===== config.mk =====
export PLATFORM = sky130hd
export DESIGN_NAME = hdmi_packet_scheduler_flat
export DESIGN_NICKNAME = d
export VERILOG_FILES = /design/src/rtl/hdmi_packet_scheduler_if.sv /design/src/rtl/hdmi_packet_scheduler.sv /design/src/flat_wrapper.sv
export SDC_FILE = /design/constraint.sdc
export NUM_CORES = 1
export LEC_CHECK = 0
export BUFFER_PORTS_ARGS = -buffer_cell sky130_fd_sc_hd__buf_2
export CAP_MARGIN = 20
export CELL_PAD_IN_SITES_DETAIL_PLACEMENT = 1
export CELL_PAD_IN_SITES_GLOBAL_PLACEMENT = 1
export CORE_MARGIN = 2
export CORE_UTILIZATION = 50
export DETAILED_ROUTE_END_ITERATION = 8
export PLACE_DENSITY_LB_ADDON = 0.25
export SLEW_MARGIN = 20
export SYNTH_ARGS = -nofsm -noshare
export SYNTH_HDL_FRONTEND = slang
export SYNTH_SLANG_ARGS = --single-unit

===== constraint.sdc =====
create_clock -name clk_pixel -period 4.8 [get_ports clk_pixel]
set_input_delay 0.24 -clock clk_pixel [delete_from_list [all_inputs] [get_ports clk_pixel]]
set_output_delay 0.24 -clock clk_pixel [all_outputs]
set_load 0.005 [all_outputs]

===== src/rtl/hdmi_packet_scheduler_if.sv =====
// rtl/hdmi_packet_scheduler_if.sv - stereo audio sample stream into the packet scheduler
interface hdmi_packet_scheduler_if #(
    parameter int AUDIO_BIT_WIDTH = 16
);
    logic                         sample_valid;
    logic                         sample_ready;
    logic [2*AUDIO_BIT_WIDTH-1:0] sample_data;

    modport master (output sample_valid, output sample_data, input sample_ready);
    modport slave  (input sample_valid, input sample_data, output sample_ready);
endinterface


===== src/rtl/hdmi_packet_scheduler.sv =====
// rtl/hdmi_packet_scheduler.sv - per-slot HDMI data-island packet arbitration (ACR, audio, InfoFrames)
module hdmi_packet_scheduler #(
    parameter int AUDIO_BIT_WIDTH = 16,
    parameter int FIFO_DEPTH      = 8,
    parameter int NUM_INFOFRAMES  = 4,
    parameter int FLUSH_SLOTS     = 4
) (
    input  logic                      clk_pixel,
    input  logic                      reset_n,
    input  logic                      video_field_end,
    input  logic                      packet_enable,
    input  logic [4:0]                packet_pixel_counter,
    input  logic                      acr_request,
    hdmi_packet_scheduler_if.slave    smp,
    input  logic [NUM_INFOFRAMES-1:0] infoframe_enable,
    output logic [7:0]                packet_type,
    output logic [191:0]              audio_words,
    output logic [3:0]                audio_present,
    output logic [7:0]                frame_counter,
    output logic                      acr_overrun
);
    localparam int PW = $clog2(FIFO_DEPTH);
    localparam int CW = $clog2(FIFO_DEPTH + 1);
    localparam int SW = 2 * AUDIO_BIT_WIDTH;

    logic [SW-1:0]             fifo_mem [FIFO_DEPTH];
    logic [PW-1:0]             wr_ptr_q, wr_ptr_d, rd_ptr_q, rd_ptr_d;
    logic [CW-1:0]             count_q, count_d;
    logic [3:0]                flush_age_q, flush_age_d;
    logic                      acr_pending_q, acr_pending_d;
    logic                      acr_overrun_q, acr_overrun_d;
    logic [NUM_INFOFRAMES-1:0] sent_q, sent_d;
    logic [7:0]                packet_type_q, packet_type_d;
    logic [191:0]              audio_words_q, audio_words_d;
    logic [3:0]                audio_present_q, audio_present_d;
    logic [7:0]                frame_counter_q, frame_counter_d;

    logic                      full, push;
    logic [2:0]                pop_n;
    logic                      if_found;
    logic [2:0]                if_idx;
    logic [NUM_INFOFRAMES-1:0] if_sel;
    logic [SW-1:0]             rd_word;
    logic [8:0]                fc_sum;

    function automatic logic [23:0] justify(input logic [AUDIO_BIT_WIDTH-1:0] s);
        return 24'(s) << (24 - AUDIO_BIT_WIDTH);
    endfunction

    assign full             = (count_q == CW'(FIFO_DEPTH));
    assign push             = smp.sample_valid && !full;
    assign smp.sample_ready = !full;

    // Descending scan so the lowest eligible slot index wins.
    always_comb begin
        if_found = 1'b0;
        if_idx   = '0;
        if_sel   = '0;
        for (int i = NUM_INFOFRAMES - 1; i >= 0; i--) begin
            if (infoframe_enable[i] && !sent_q[i]) begin
                if_found  = 1'b1;
                if_idx    = 3'(i);
                if_sel    = '0;
                if_sel[i] = 1'b1;
            end
        end
    end

    always_comb begin
        packet_type_d   = packet_type_q;
        audio_words_d   = audio_words_q;
        audio_present_d = audio_present_q;
        sent_d          = sent_q;
        acr_pending_d   = acr_pending_q;
        acr_overrun_d   = acr_overrun_q;
        flush_age_d     = flush_age_q;
        frame_counter_d = frame_counter_q;
        pop_n           = 3'd0;
        rd_word         = '0;
        fc_sum          = '0;

        if (video_field_end) begin
            sent_d        = '0;
            packet_type_d = 8'h00;
        end else if (packet_enable) begin
            if (acr_pending_q) begin
                packet_type_d = 8'h01;
                acr_pending_d = 1'b0;
            end else if (count_q >= CW'(4)) begin
                pop_n = 3'd4;
            end else if (count_q != '0 && flush_age_q >= 4'(FLUSH_SLOTS)) begin
                pop_n = 3'(count_q);
            end else if (if_found) begin
                packet_type_d = 8'h81 + 8'(if_idx);
                sent_d        = sent_q | if_sel;
            end else begin
                packet_type_d = 8'h00;
            end
        end

        if (pop_n != 3'd0) begin
            packet_type_d   = 8'h02;
            audio_present_d = 4'b1111 >> (3'd4 - pop_n);
            audio_words_d   = '0;
            for (int k = 0; k < 4; k++) begin
                if (3'(k) < pop_n) begin
                    rd_word = fifo_mem[rd_ptr_q + PW'(k)];
                    audio_words_d[(2*k)*24 +: 24]   = justify(rd_word[AUDIO_BIT_WIDTH-1:0]);
                    audio_words_d[(2*k+1)*24 +: 24] = justify(rd_word[SW-1:AUDIO_BIT_WIDTH]);
                end
            end
        end

        if (count_q == '0 || pop_n != 3'd0) begin
            flush_age_d = 4'd0;
        end else if (packet_enable && !video_field_end && count_q < CW'(4) && flush_age_q != 4'd15) begin
            flush_age_d = flush_age_q + 4'd1;
        end

        // A new request on the grant cycle re-arms pending after the grant clears it.
        if (acr_request) begin
            if (acr_pending_q) acr_overrun_d = 1'b1;
            acr_pending_d = 1'b1;
        end

        if (packet_pixel_counter == 5'd31 && packet_type_q == 8'h02) begin
            fc_sum          = {1'b0, frame_counter_q} + 9'($countones(audio_present_q));
            frame_counter_d = (fc_sum >= 9'd192) ? 8'(fc_sum - 9'd192) : fc_sum[7:0];
        end
    end

    assign wr_ptr_d = wr_ptr_q + PW'(push);
    assign rd_ptr_d = rd_ptr_q + PW'(pop_n);
    assign count_d  = count_q + CW'(push) - CW'(pop_n);

    always_ff @(posedge clk_pixel) begin
        if (push) fifo_mem[wr_ptr_q] <= smp.sample_data;
    end

    always_ff @(posedge clk_pixel or negedge reset_n) begin
        if (!reset_n) begin
            wr_ptr_q        <= '0;
            rd_ptr_q        <= '0;
            count_q         <= '0;
            flush_age_q     <= '0;
            acr_pending_q   <= 1'b0;
            acr_overrun_q   <= 1'b0;
            sent_q          <= '0;
            packet_type_q   <= 8'h00;
            audio_words_q   <= '0;
            audio_present_q <= '0;
            frame_counter_q <= '0;
        end else begin
            wr_ptr_q        <= wr_ptr_d;
            rd_ptr_q        <= rd_ptr_d;
            count_q         <= count_d;
            flush_age_q     <= flush_age_d;
            acr_pending_q   <= acr_pending_d;
            acr_overrun_q   <= acr_overrun_d;
            sent_q          <= sent_d;
            packet_type_q   <= packet_type_d;
            audio_words_q   <= audio_words_d;
            audio_present_q <= audio_present_d;
            frame_counter_q <= frame_counter_d;
        end
    end

    assign packet_type   = packet_type_q;
    assign audio_words   = audio_words_q;
    assign audio_present = audio_present_q;
    assign frame_counter = frame_counter_q;
    assign acr_overrun   = acr_overrun_q;
endmodule


===== src/flat_wrapper.sv =====
// flat-port wrapper written by rule: the top's interface ports become plain ports
module hdmi_packet_scheduler_flat 
#(
    parameter int AUDIO_BIT_WIDTH = 16,
    parameter int FIFO_DEPTH      = 8,
    parameter int NUM_INFOFRAMES  = 4,
    parameter int FLUSH_SLOTS     = 4
)
  (clk_pixel, reset_n, video_field_end, packet_enable, packet_pixel_counter, acr_request, infoframe_enable, packet_type, audio_words, audio_present, frame_counter, acr_overrun, smp_sample_valid, smp_sample_data, smp_sample_ready);
  hdmi_packet_scheduler_if #(.AUDIO_BIT_WIDTH(AUDIO_BIT_WIDTH)) smp_i ();
  input  logic clk_pixel;
  input  logic reset_n;
  input  logic video_field_end;
  input  logic packet_enable;
  input  logic [4:0] packet_pixel_counter;
  input  logic acr_request;
  input  logic [NUM_INFOFRAMES-1:0] infoframe_enable;
  output logic [7:0] packet_type;
  output logic [191:0] audio_words;
  output logic [3:0] audio_present;
  output logic [7:0] frame_counter;
  output logic acr_overrun;
  input wire logic [$bits(smp_i.sample_valid)-1:0] smp_sample_valid;
  input wire logic [$bits(smp_i.sample_data)-1:0] smp_sample_data;
  output wire logic [$bits(smp_i.sample_ready)-1:0] smp_sample_ready;
  assign smp_i.sample_valid = smp_sample_valid;
  assign smp_i.sample_data = smp_sample_data;
  assign smp_sample_ready = smp_i.sample_ready;
  hdmi_packet_scheduler #(.AUDIO_BIT_WIDTH(AUDIO_BIT_WIDTH), .FIFO_DEPTH(FIFO_DEPTH), .NUM_INFOFRAMES(NUM_INFOFRAMES), .FLUSH_SLOTS(FLUSH_SLOTS)) u_core (.clk_pixel(clk_pixel), .reset_n(reset_n), .video_field_end(video_field_end), .packet_enable(packet_enable), .packet_pixel_counter(packet_pixel_counter), .acr_request(acr_request), .smp(smp_i), .infoframe_enable(infoframe_enable), .packet_type(packet_type), .audio_words(audio_words), .audio_present(audio_present), .frame_counter(frame_counter), .acr_overrun(acr_overrun));
endmodule

# Word-level counts from Yosys, hierarchy flattened
# Memories as Yosys holds them, arrays and structs flattened. A register that Yosys moved wholly into a read port is not among the register bits.
# Cells that the tools add are included.
# word_totals
latch_bits,0
reg_bits,232
mem_bits_rw,256
word_cells,119
rom_bits,0
input_bits,47
n_memories,1
# mem_list
name,depth,width,rd,rd_ports_with_merged_regs,wr,line,source
u_core.fifo_mem,8,32,4,1,1,hdmi_packet_scheduler.sv:26,logic [SW-1:0] fifo_mem [FIFO_DEPTH];
# op_classes
mul,0
muxes,42
n_shift,1
n_addsub,15
bitwise_logic,1
n_reduce_logical,30
order_cmp,8
n_eq_ne,10
n_div,0
# ops
operator,n
two-way mux 48 bit,4
two-way mux 8 bit,8
two-way mux 4 bit,12
two-way mux 3 bit,8
logical AND 1 bit,10
adder 8 x 9 -> 9 bit,1
adder 9 bit,1
greater-or-equal comparator 9 x 8 -> 1 bit (second input constant),1
two-way mux 1 bit,9
adder 8 x 3 -> 8 bit (first input constant),1
equality test 8 x 2 -> 1 bit (second input constant),1
greater-or-equal comparator 4 x 3 -> 1 bit (second input constant),2
inequality test 4 x 3 -> 1 bit (second input constant),2
nonzero test 2 bit,4
subtractor 8 bit (second input constant),1
zero test 1 bit,7
adder 3 x 2 -> 3 bit (second input constant),2
< comparator 1 x 3 -> 1 bit (first input constant),2
< comparator 2 x 3 -> 1 bit (first input constant),2
inequality test 2 bit (second input constant),3
nonzero test 3 bit,2
equality test 5 bit (second input constant),1
AND reduction 5 bit,1
adder 1 x 1 -> 2 bit,2
19 further kinds,20

# Depth between registers and ports, before layout
# Gate-level depths: netlist of the first run.
# depth
word_depth,14
mapped_depth,16
ltp_nobuf,16

# Worst setup path after synthesis of the first run
# OpenSTA, ideal clock, no wires.
# synth_path
path_kind,reg2reg
from,register u_core.count_q[3]
to,"memory u_core.fifo_mem[0][0] (netlist name), enable pin"
synth_period_minus_slack_ns,3.565
arrival_time_ns,3.104
path_stages_with_launch,5
n_path_buf,0
setup_time_ns,0.461
slack_ns,1.235
path_cell_list,dfrtp_1 > or4b_2 > and2_1 > nand2b_1 > nor3_1
# synth_via
elab_chain_cells,5
# synth_rtl
item,line,source
from (decl),hdmi_packet_scheduler.sv:28,"logic [CW-1:0] count_q, count_d;"
from (signal assigned),hdmi_packet_scheduler.sv:156,count_q <= count_d;
equality test 4 bit,hdmi_packet_scheduler.sv:50,assign full = (count_q == CW'(FIFO_DEPTH));
zero test 1 bit,n/a,
named net smp_sample_ready,flat_wrapper.sv:25,output wire logic [$bits(smp_i.sample_ready)-1:0] smp_sample_ready;
logical AND 1 bit,hdmi_packet_scheduler.sv:51,assign push = smp.sample_valid && !full;
two-way mux 1 bit,hdmi_packet_scheduler.sv:137,if (push) fifo_mem[wr_ptr_q] <= smp.sample_data;
two-way mux 1 bit (implied by the code),hdmi_packet_scheduler.sv:137,
to (decl),hdmi_packet_scheduler.sv:26,
# The timed path passes the listed nets, and every way through them passes these cells.

# Final worst setup path of the first run
# layout_path
from,"register u_core.audio_present_q[3], in the netlist u_core.audio_present[3]"
to,"register u_core.frame_counter_q[6], in the netlist u_core.frame_counter[6]"
# layout_via
elab_chain_cells,5
word_cells_on_any_way,6
cone_classes,4 x add/sub; 1 x order compare; 1 x mux
# layout_rtl
item,line,source
from (decl),hdmi_packet_scheduler.sv:35,"logic [3:0] audio_present_q, audio_present_d;"
from (signal assigned),hdmi_packet_scheduler.sv:163,audio_present_q <= audio_present_d;
adder 1 x 1 -> 2 bit (implied by the code) (*),hdmi_packet_scheduler.sv:127,"fc_sum = {1'b0, frame_counter_q} + 9'($countones(audio_present_q));"
adder 9 bit (implied by the code) (*),hdmi_packet_scheduler.sv:127,
adder 8 x 9 -> 9 bit (*),hdmi_packet_scheduler.sv:127,
subtractor 8 bit / greater-or-equal comparator 9 x 8 -> 1 bit (equally long branches),hdmi_packet_scheduler.sv:128,frame_counter_d = (fc_sum >= 9'd192) ? 8'(fc_sum - 9'd192) : fc_sum[7:0];
two-way mux 8 bit (*),hdmi_packet_scheduler.sv:128,
to (signal assigned),hdmi_packet_scheduler.sv:164,frame_counter_q <= frame_counter_d;
to (decl),hdmi_packet_scheduler.sv:36,"logic [7:0] frame_counter_q, frame_counter_d;"
# Mark *: on every way between the ends. The rest lies on a longest branch, timed or not.
# A chain may end at the register's enable or synchronous reset.

==> impl_results.md, run 1 <==
- Post-synthesis async set-or-reset flop share: 0.390
- I/O pins: 261
- Final wirelength: 59700 um
- Initial antenna violation count: 1
- Final setup fails: 0
- Slew HR: 0.274
- Grt total ovfl: 0
- Initial detailed-routing violation count: 1394
- Clk root buf: clkbuf_16
- Synth Warn #: 0
- Layout cell share with drive strength beyond 1: 0.347
- CP delay by family, top: adder cells
- Post-Route Skew: 0.0209 ns
- Power per cell area: 448 nW/um2
- Fin crit share: 0.755
- Unrepaired setup endpoints after global routing: no
- First-pass GRT wire length: 91400 um
- Die ar.: 46500 um2
- Data arrival, critical path: 4.13 ns
- Status: complete, no violations
- Antenna viol nets, final: 0
- Most frequent cells in the layout: mux4_2 (256), edfxtp_1 (256), buf_2 (191), nand2_1 (180), dfrtp_1 (161)
- Pre-antenna DRT Iters: 5
- Min Tclk post-route: 3.62 ns
- Multi-input logic area: 9780 um2
- Sink Count: 420
- Worst Hold Class: in -> reg
- Peak per-stage delay on the critical path: 0.45 ns
- LEAKAGE: 9.91 nW
- Clk_lat worst skew: 0.59 ns
- Clock-pin slew on the worst setup and hold paths: 0.06 ns
- Crit path cell chain: ha_1 > inv_1 > fa_1 > inv_1 > ha_1 > inv_1 > fa_1 > nand4b_1 > nor2_1 > xor2_1 > ha_1 > and4bb_2 > a22o_1 > a211oi_1 > a21oi_1 > nor3_1
- Final WS setup: 1.18 ns
- Final hold viol count: 0
- Post-route setup TNS: 0 ns
- Wirelength per Cell: 26.5 um
- Core area: 44200 um2
- Port-buffer cells: 192
- Die Span X: 216 um
- Actual slew at the worst max-slew pin: 1.09 ns
- Synthesized flop and latch total: 420
- Placement Setup Slack: 1.18 ns
- Synthesis-to-finish area growth: 14.4%
- Antenna cells: 0
- Post-synthesis cell area: 22400 um2
- Primary FF master, synth: edfxtp_1
- Filler cells: 4180
- HPWL Detailed: 37000 um
- Crit path max fanout: 7
- FP Rows: 77
- Routability cong.: 0.825
- Register area: 11800 um2
- Layout net count: 1701
- CTS tree: done
- WHS: 0.0901 ns
- Post-route DRC: 0
- Starting density of the core: 0.506
- Resized cells post-CTS: 0
- Vias in the first global route: 14900
- Slowest CP cell: fa_1
- Distinct cells, synth: 63
- Clk buf depth: 3
- Power, Total: 11.5 mW
- Slew Limit Fails: 0
- Post-Synthesis Cells: 1425
- Bufs and invs on worst path: 3
- Worst path required time: 5.30 ns
- Largest net degree at the start of global routing: 164
- Num CTS Buffers: 46
- GRT Overall Usage: 0.259
- Worst setup EP type: flip-flop
- Synthesized area per cell: 15.7 um2
- Maximum vdd ir drop: 291 uV
- H-tree depth: 2
- EDFF count, synth: 256
- Startpoint types: flip-flop
- Post-synthesis sequential area ratio: 0.527
- Max Clk Rate: 0.276 GHz
- Max-cap violation count: 0
- Routed vias: 14100
- Vias per cell: 6.23
- Critical path class: reg -> reg
- Die height: 216 um
## power by group
| part | internal, mW | total, mW | leakage [nW] | switching (mW) |
|---|---|---|---|---|
| clock network | 2.20 | 3.68 | 0.763 | 1.48 |
| logic | 1.30 | 2.79 | 4.63 | 1.49 |
| registers | 4.46 | 4.99 | 4.52 | 0.532 |
## tightest hold or removal path: cells and delay by family
kind,cells,cell delay [ns]
and+or+nand+nor,2,0.17
buffers and inverters,1,0.11
AOI/OAI and AO/OA,1,0.09
## stage by stage
stage	util	instances	instance area, um2
CTS	0.579	2256	25600
floorplan	-	1492	22600
global route	0.579	2256	25600
detailed placement	0.534	2130	23600
finish	0.579	2256	25600
global placement	0.534	2130	23600
## cell usage after synthesis, types with 3 or more instances
master	count	area share
inv_1	20	0.0034
a21oi_1	8	0.0018
mux4_2	256	0.26
nor2_1	20	0.0034
clkbuf_1	21	0.0035
a22oi_1	32	0.011
o21ai_0	69	0.015
a21o_1	5	0.0017
a31oi_1	3	0.00084
nand3_1	4	0.00089
mux2i_1	98	0.044
ha_1	22	0.012
xor2_1	6	0.0023
fa_1	5	0.0045
xnor2_1	8	0.0031
buf_2	49	0.011
edfxtp_1	256	0.34
clkbuf_2	4	0.00089
nand2b_1	11	0.0031
o21ai_1	33	0.0074
buf_6	7	0.0035
nor3_1	5	0.0011
buf_4	87	0.029
nand2_1	180	0.030
dfrtp_1	164	0.18
## path summary, 6_finish.rpt
kind / from / to / slack [ns] / depth (start not counted)
min reg2reg: u_core.audio_words[80] / u_core.audio_words[80] / 0.47 / 2
min: infoframe_enable[0] / u_core.sent_q[1] / 0.09 / 4
min in group asynchronous: reset_n / u_core.sent_q[1] / 0.43 / 3
max in group asynchronous: reset_n / u_core.rd_ptr_q[1] / 3.63 / 3
max: u_core.audio_present[3] / u_core.frame_counter[6] / 1.18 / 16
max reg2reg: u_core.audio_present[3] / u_core.frame_counter[6] / 1.18 / 16
## final cells by class
type | count | share of cell area
Clock buffer | 59 | 0.0497
Clock inverter | 26 | 0.0116
Inverter | 21 | 0.00313
Multi-Input combinational cell | 881 | 0.382
Sequential cell | 420 | 0.461
Tap cell | 592 | 0.0289
Timing Repair Buffer | 257 | 0.0634
## registers in the layout, summed over array words and instances, names as in the netlist
register,count
u_core.acr_overrun,1
u_core.wr_ptr_q,3
u_core.audio_words,128
u_core.flush_age_q,4
u_core.acr_pending_q,1
u_core.audio_present,4
u_core.count_q,4
u_core.rd_ptr_q,3
u_core.fifo_mem,256
u_core.sent_q,4
u_core.packet_type,4
u_core.frame_counter,8
## cells by family (layout without fill, tap and decap cells)
logic type | Yosys count | count (layout) | synth area share
flip-flops | 420 | 420 | 0.527
XOR/XNOR | 15 | 15 | 0.00621
adder cells (fa/ha/maj) | 27 | 27 | 0.0168
AND/OR/NAND/NOR | 249 | 249 | 0.0515
buffers and inverters | 191 | 363 | 0.0519
multiplexers | 356 | 356 | 0.303
other | 1 | 68 | 0.000168
AO/OA/AOI/OAI | 166 | 166 | 0.0439
## metal layers
metal	vias up	global-route usage	routed length, um
met5	-	0	8
met4	2	0.0851	1620
met3	115	0.0486	4240
met2	616	0.450	30900
met1	7416	0.330	22900
li1	5909	-	-
## repair_timing
item                      in CTS  in global routing
hold endpoints to repair     427                  0
hold buffers                  41                  0
buffers inserted               0                  0
Power figures use the tool's default switching activity.
==> inputs of run 2 (changes only) <==
==> constraint.sdc (replaced) <==
create_clock -name clk_pixel -period 3.4 [get_ports clk_pixel]
set_input_delay 0.17 -clock clk_pixel [delete_from_list [all_inputs] [get_ports clk_pixel]]
set_output_delay 0.17 -clock clk_pixel [all_outputs]
set_load 0.005 [all_outputs]
==> run 2 against run 1 <==
Compared with the run above:
- clock-buffer cell count fell by 3
- clock skew is 0.0082 ns lower
- worst setup slack worse by 1.2 ns
- clock power is 42% higher
- sequential cell count did not move
- global-route usage up 0.15 points
- non-clock buffer count increased by 21
- combinational power increased by 46%
- sequential power up 40%
- critical endpoint is now u_core.frame_counter[7]
- largest power group unchanged
==> impl_results.md, run 2 (synthesis results as in run 1) <==
- Filler cells: 4172
- Grt total ovfl: 0
- Data arrival, critical path: 3.82 ns
- CTS tree: done
- Clk_lat worst skew: 0.58 ns
- Largest reg by FF count: u_core.fifo_mem
- Die Span X: 216 um
- Startpoint types: flip-flop
- Routability cong.: 0.813
- Routed vias: 14100
- Core area: 44200 um2
- H-tree depth: 2
- Final wirelength: 59400 um
- Clock-pin slew on the worst setup and hold paths: 0.06 ns
- Post-route DRC: 0
- Layout net count: 1722
- Port-buffer cells: 192
- Wirelength per Cell: 26.1 um
- Die ar.: 46500 um2
- Slew Limit Fails: 0
- Max-cap violation count: 0
- Max FFs per register: 256
- Pre-antenna DRT Iters: 6
- Power per cell area: 629 nW/um2
- WHS: 0.0125 ns
- Internal cell power: 11.4 mW
- Worst setup EP type: flip-flop
- Sw Share: 0.303
- Synthesis-to-finish area growth: 15.7%
- Reg2Reg Depth: 16
- Largest net degree at the start of global routing: 118
- Vias per cell: 6.20
- Unrepaired setup endpoints after global routing: yes
- Placement Setup Slack: -0.103 ns
- Clk root buf: clkbuf_16
- Worst path required time: 3.85 ns
- Final setup fails: 0
- Final WS setup: 0.0274 ns
- Clock Power Share: 0.322
- Clk buf depth: 3
- Vias in the first global route: 15100
- Worst Hold Depth: 4
- First-pass GRT wire length: 92300 um
- Num CTS Buffers: 46
- Critical path class: reg -> reg
- Sw power: 4.93 mW
- Worst Hold Class: in -> reg
- Actual slew at the worst max-slew pin: 1.14 ns
- Starting density of the core: 0.506
- Min Tclk post-route: 3.37 ns
- Max Clk Rate: 0.297 GHz
- Fin crit share: 0.992
- Final hold viol count: 0
- Crit path max fanout: 3
- Most frequent cells in the layout: mux4_2 (256), edfxtp_1 (256), buf_2 (191), nand2_1 (180), dfrtp_1 (161)
- Sink Count: 420
- I/O pins: 261
- LEAKAGE: 10.0 nW
- Die height: 216 um
- Sequential power share: 0.428
- Slew HR: 0.242
- Initial detailed-routing violation count: 1507
- Initial antenna violation count: 1
- GRT Overall Usage: 0.260
- Maximum vdd ir drop: 382 uV
- HPWL Detailed: 37200 um
- Status: complete, no violations
- Antenna viol nets, final: 0
- Layout cell share with drive strength beyond 1: 0.359
- FP Rows: 77
- Comb power frac: 0.250
- Post-Route Skew: 0.0127 ns
-- run 2: per-stage QoR --
stage | cells | util | instance area, um2 | power [mW] | setup TNS [ns]
detailed placement | 2144 | 0.539 | 23800 | 11.1 | -0.156
global route | 2279 | 0.586 | 25900 | 17.0 | -0.229
CTS | 2274 | 0.585 | 25900 | 16.4 | 0
finish | 2279 | 0.586 | 25900 | 16.3 | 0
floorplan | 1492 | - | 22600 | 9.46 | 0
global placement | 2144 | 0.539 | 23800 | 10.9 | 0
-- run 2: timing repair --
action,4_1_cts,5_1_grt
endpoints found under the hold margin,350,0
resized for setup,2,5
setup buffers,3,4
cloned,0,0
pin swaps,2,6
endpoints found under the setup margin,2,2
hold buffers,41,0
-- run 2: path summary, 6_finish.rpt --
kind | startpoint | to | slack [ns]
max reg2reg | u_core.audio_present[2] | u_core.frame_counter[7] | 0.03
min in group asynchronous | reset_n | u_core.acr_overrun | 0.24
min | infoframe_enable[0] | u_core.sent_q[1] | 0.01
max | u_core.audio_present[2] | u_core.frame_counter[7] | 0.03
min reg2reg | u_core.acr_overrun | u_core.acr_overrun | 0.46
max in group asynchronous | reset_n | u_core.audio_words[165] | 2.23
-- run 2: layer usage --
layer	share of wire	global-route usage
met5	0	0
met4	0.027	0.0759
met3	0.067	0.0467
met2	0.50	0.436
met1	0.40	0.353
-- run 2: area by class of cell --
| type | count | area, um2 | area share |
|---|---|---|---|
| diodes | 1 | 2.50 | 0.0000966 |
| clock buffers | 56 | 1250 | 0.0484 |
| clock inverters | 30 | 335 | 0.0130 |
| inverters | 21 | 80.1 | 0.00309 |
| multi-input cells | 881 | 9810 | 0.379 |
| flip-flops and latches | 420 | 11800 | 0.456 |
| well taps | 592 | 741 | 0.0286 |
| repair buffers | 278 | 1870 | 0.0721 |
-- run 2: power groups by stage --
stage	clock network, mW	registers (mW)	logic, mW
after CTS	5.33	6.96	4.12
after detailed placement	0	7.04	4.05
final	5.24	6.97	4.07
after global placement	0	6.97	3.96
after global routing	5.52	7.06	4.39
after floorplan	0	6.82	2.64
-- run 2: worst max-delay path: stages (launching register included) --
cell and delay [ns]:
dfrtp_1 0.39, ha_1 0.20, inv_1 0.07, fa_1 0.41, inv_1 0.07, ha_2 0.19, inv_2 0.04, fa_2 0.33
nand4b_1 0.20, nor2_1 0.15, xor2_1 0.09, ha_2 0.18, and4bb_2 0.24, a22o_1 0.22, a211oi_2 0.23, buf_4 0.15
o211ai_1 0.08
==> inputs of run 3 (changes only) <==
--- a/config.mk
+++ b/config.mk
@@ -9,10 +9,12 @@
 export CAP_MARGIN = 20
 export CELL_PAD_IN_SITES_DETAIL_PLACEMENT = 1
 export CELL_PAD_IN_SITES_GLOBAL_PLACEMENT = 1
+export CORE_ASPECT_RATIO = 1.2
 export CORE_MARGIN = 2
 export CORE_UTILIZATION = 50
 export DETAILED_ROUTE_END_ITERATION = 8
 export PLACE_DENSITY_LB_ADDON = 0.25
+export SETUP_SLACK_MARGIN = 0.1
 export SLEW_MARGIN = 20
 export SYNTH_ARGS = -nofsm -noshare
 export SYNTH_HDL_FRONTEND = slang
==> run 3 against run 2 <==
Compared with the run above:
- critical path type unchanged
- sequential cell count unchanged
- critical endpoint is now u_core.frame_counter[6]
- total power decreased by 2.1%
- wire length increased by 0.54%
- clock skew increased by 0.013 ns
- core utilization about the same
- combinational power about the same
- register-to-register slack improved by 0.16 ns
- via count increased by 0.38%
==> impl_results.md, run 3 (synthesis results as in run 1) <==
- Slew HR: 0.332
- Port-buffer cells: 192
- Worst setup EP type: flip-flop
- FP Rows: 84
- Clk root buf: clkbuf_16
- Highest Signal Layer: met4
- Data arrival, critical path: 3.69 ns
- Vias per cell: 6.32
- Final hold viol count: 0
- GRT Overall Usage: 0.263
- Most frequent cell on the critical path: inv_2
- Routed vias: 14200
- Crit path max fanout: 3
- Max Clk Rate: 0.311 GHz
- Clk buf depth: 3
- Met1 Routed Length: 22600 um
- Maximum vdd ir drop: 592 uV
- Status: complete, no violations
- I/O pins: 261
- CP delay by family, top: adder cells
- Sw Share: 0.304
- Actual slew at the worst max-slew pin: 1.00 ns
- Min Tclk post-route: 3.21 ns
- Bufs and invs on worst path: 3
- Synthesis-to-finish area growth: 15.2%
- Met2 Wirelength: 31200 um
- Max FFs per register: 256
- Max-cap violation count: 0
- Filler cells: 4125
- LEAKAGE: 10.0 nW
- Starting density of the core: 0.508
- Sw power: 4.85 mW
- Routability cong.: 0.829
- Final setup fails: 0
- Final WS setup: 0.189 ns
- HPWL Detailed: 37500 um
- Multi-input logic area: 9820 um2
- First-pass GRT wire length: 92700 um
- Largest net degree at the start of global routing: 106
- Num CTS Buffers: 44
- Post-Route Skew: 0.0260 ns
- Power, Total: 15.9 mW
- Antenna viol nets, final: 0
- H-tree depth: 2
- Largest reg by FF count: u_core.fifo_mem
- Layout net count: 1722
- Clock-pin slew on the worst setup and hold paths: 0.07 ns
- Startpoint types: flip-flop
- Sequential power share: 0.436
- Sink Count: 420
- Die ar.: 46500 um2
- Peak per-stage delay on the critical path: 0.44 ns
- Power per cell area: 619 nW/um2
- Pre-antenna DRT Iters: 5
- Comb power frac: 0.255
- Final wirelength: 59700 um
- Vias in the first global route: 15200
- Clk_lat worst skew: 0.58 ns
- Wirelength per Cell: 26.6 um
- Register area: 11800 um2
- Clock Power Share: 0.309
- Internal cell power: 11.1 mW
- Crit path cell chain: ha_2 > inv_2 > fa_1 > inv_2 > ha_4 > inv_2 > fa_2 > nand4b_1 > nor2_1 > xor2_1 > ha_2 > and4bb_2 > a22o_1 > a211oi_2 > a21oi_1 > nor3_1
- Critical path class: reg -> reg
- Worst path required time: 3.88 ns
- Unrepaired setup endpoints after global routing: yes
- Fin crit share: 0.945
- Slew Limit Fails: 0
- Initial detailed-routing violation count: 1325
- Core area: 44000 um2
- Post-route DRC: 0
- CTS tree: done
- Die Span X: 197 um
- Slowest CP cell: fa_1
- Placement Setup Slack: -0.0971 ns
- Most frequent cells in the layout: mux4_2 (256), edfxtp_1 (256), buf_2 (191), nand2_1 (180), dfrtp_1 (161)
- Grt total ovfl: 0
- Worst Hold Class: in -> reg
- Layout cell share with drive strength beyond 1: 0.357
- Die height: 236 um
- WL met3: 3890 um
- Initial antenna violation count: 1
[run 3: cell types whose count changed in the layout (fill, tap and decap cells not counted), moves of 3 or more]
cell | previous run | this run
inv_2 | 2 | 5
clkbuf_16 | 49 | 45
clkbuf_1 | 7 | 11
clkbuf_8 | 1 | 4
clkinv_2 | 14 | 7
[run 3: worst paths after layout]
| path | end | startpoint | slack, ns | cells past startpoint |
|---|---|---|---|---|
| max reg2reg | u_core.frame_counter[6] | u_core.audio_present[2] | 0.19 | 16 |
| min in group asynchronous | u_core.audio_words[132] | reset_n | 0.24 | 2 |
| max | u_core.frame_counter[6] | u_core.audio_present[2] | 0.19 | 16 |
| min reg2reg | u_core.acr_overrun | u_core.acr_overrun | 0.45 | 1 |
| max in group asynchronous | u_core.audio_words[158] | reset_n | 2.29 | 3 |
| min | u_core.sent_q[3] | infoframe_enable[2] | 0.10 | 4 |
[run 3: routing by layer]
layer,vias up,GRT usage
li1,5936,-
met1,7481,0.335
met2,620,0.454
met5,-,0
met3,144,0.0457
met4,0,0.0959
[run 3: per-stage QoR]
stage | std cells | util | cell area (um2) | setup TNS [ns] | hold slack, ns
global placement | 2112 | 0.540 | 23800 | 0 | 0.299
CTS | 2240 | 0.584 | 25700 | 0 | 0.0702
floorplan | 1492 | - | 22600 | 0 | -0.126
global route | 2244 | 0.585 | 25800 | 0 | 0.0929
finish | 2244 | 0.585 | 25800 | 0 | 0.102
detailed placement | 2112 | 0.540 | 23800 | -0.124 | 0.307
[run 3: repair_timing]
item | in CTS | in global routing
endpoints found under the hold margin | 346 | 0
setup endpoints to repair | 2 | 2
buffers inserted | 3 | 2
hold buffers | 43 | 0
pin swaps | 8 | 6
gates resized for setup | 8 | 3
[run 3: final cells by class]
class / count / area share
Antenna cell: 1 / 0.0000971
Clock buffer: 60 / 0.0474
Clock inverter: 22 / 0.00952
Inverter: 21 / 0.00306
Multi-Input combinational cell: 881 / 0.381
Sequential cell: 420 / 0.458
Tap cell: 559 / 0.0271
Timing Repair Buffer: 280 / 0.0735
[run 3: worst register-to-register path: stages, from the launching register on]
cell and delay (ns):
dfrtp_1 0.39, ha_2 0.20, inv_2 0.05, fa_1 0.44
inv_2 0.09, ha_4 0.13, inv_2 0.04, fa_2 0.34
nand4b_1 0.20, nor2_1 0.14, xor2_1 0.08, ha_2 0.17
and4bb_2 0.25, a22o_1 0.19, a211oi_2 0.23, a21oi_1 0.06
nor3_1 0.12
[run 3: power groups by stage]
stage,Clock [mW],Combinational [mW],Sequential [mW]
after floorplan,0,2.64,6.82
after global placement,0,3.90,6.96
after detailed placement,0,4.01,7.02
after CTS,5.01,4.10,6.94
after global routing,5.20,4.37,7.03
final,4.93,4.06,6.96
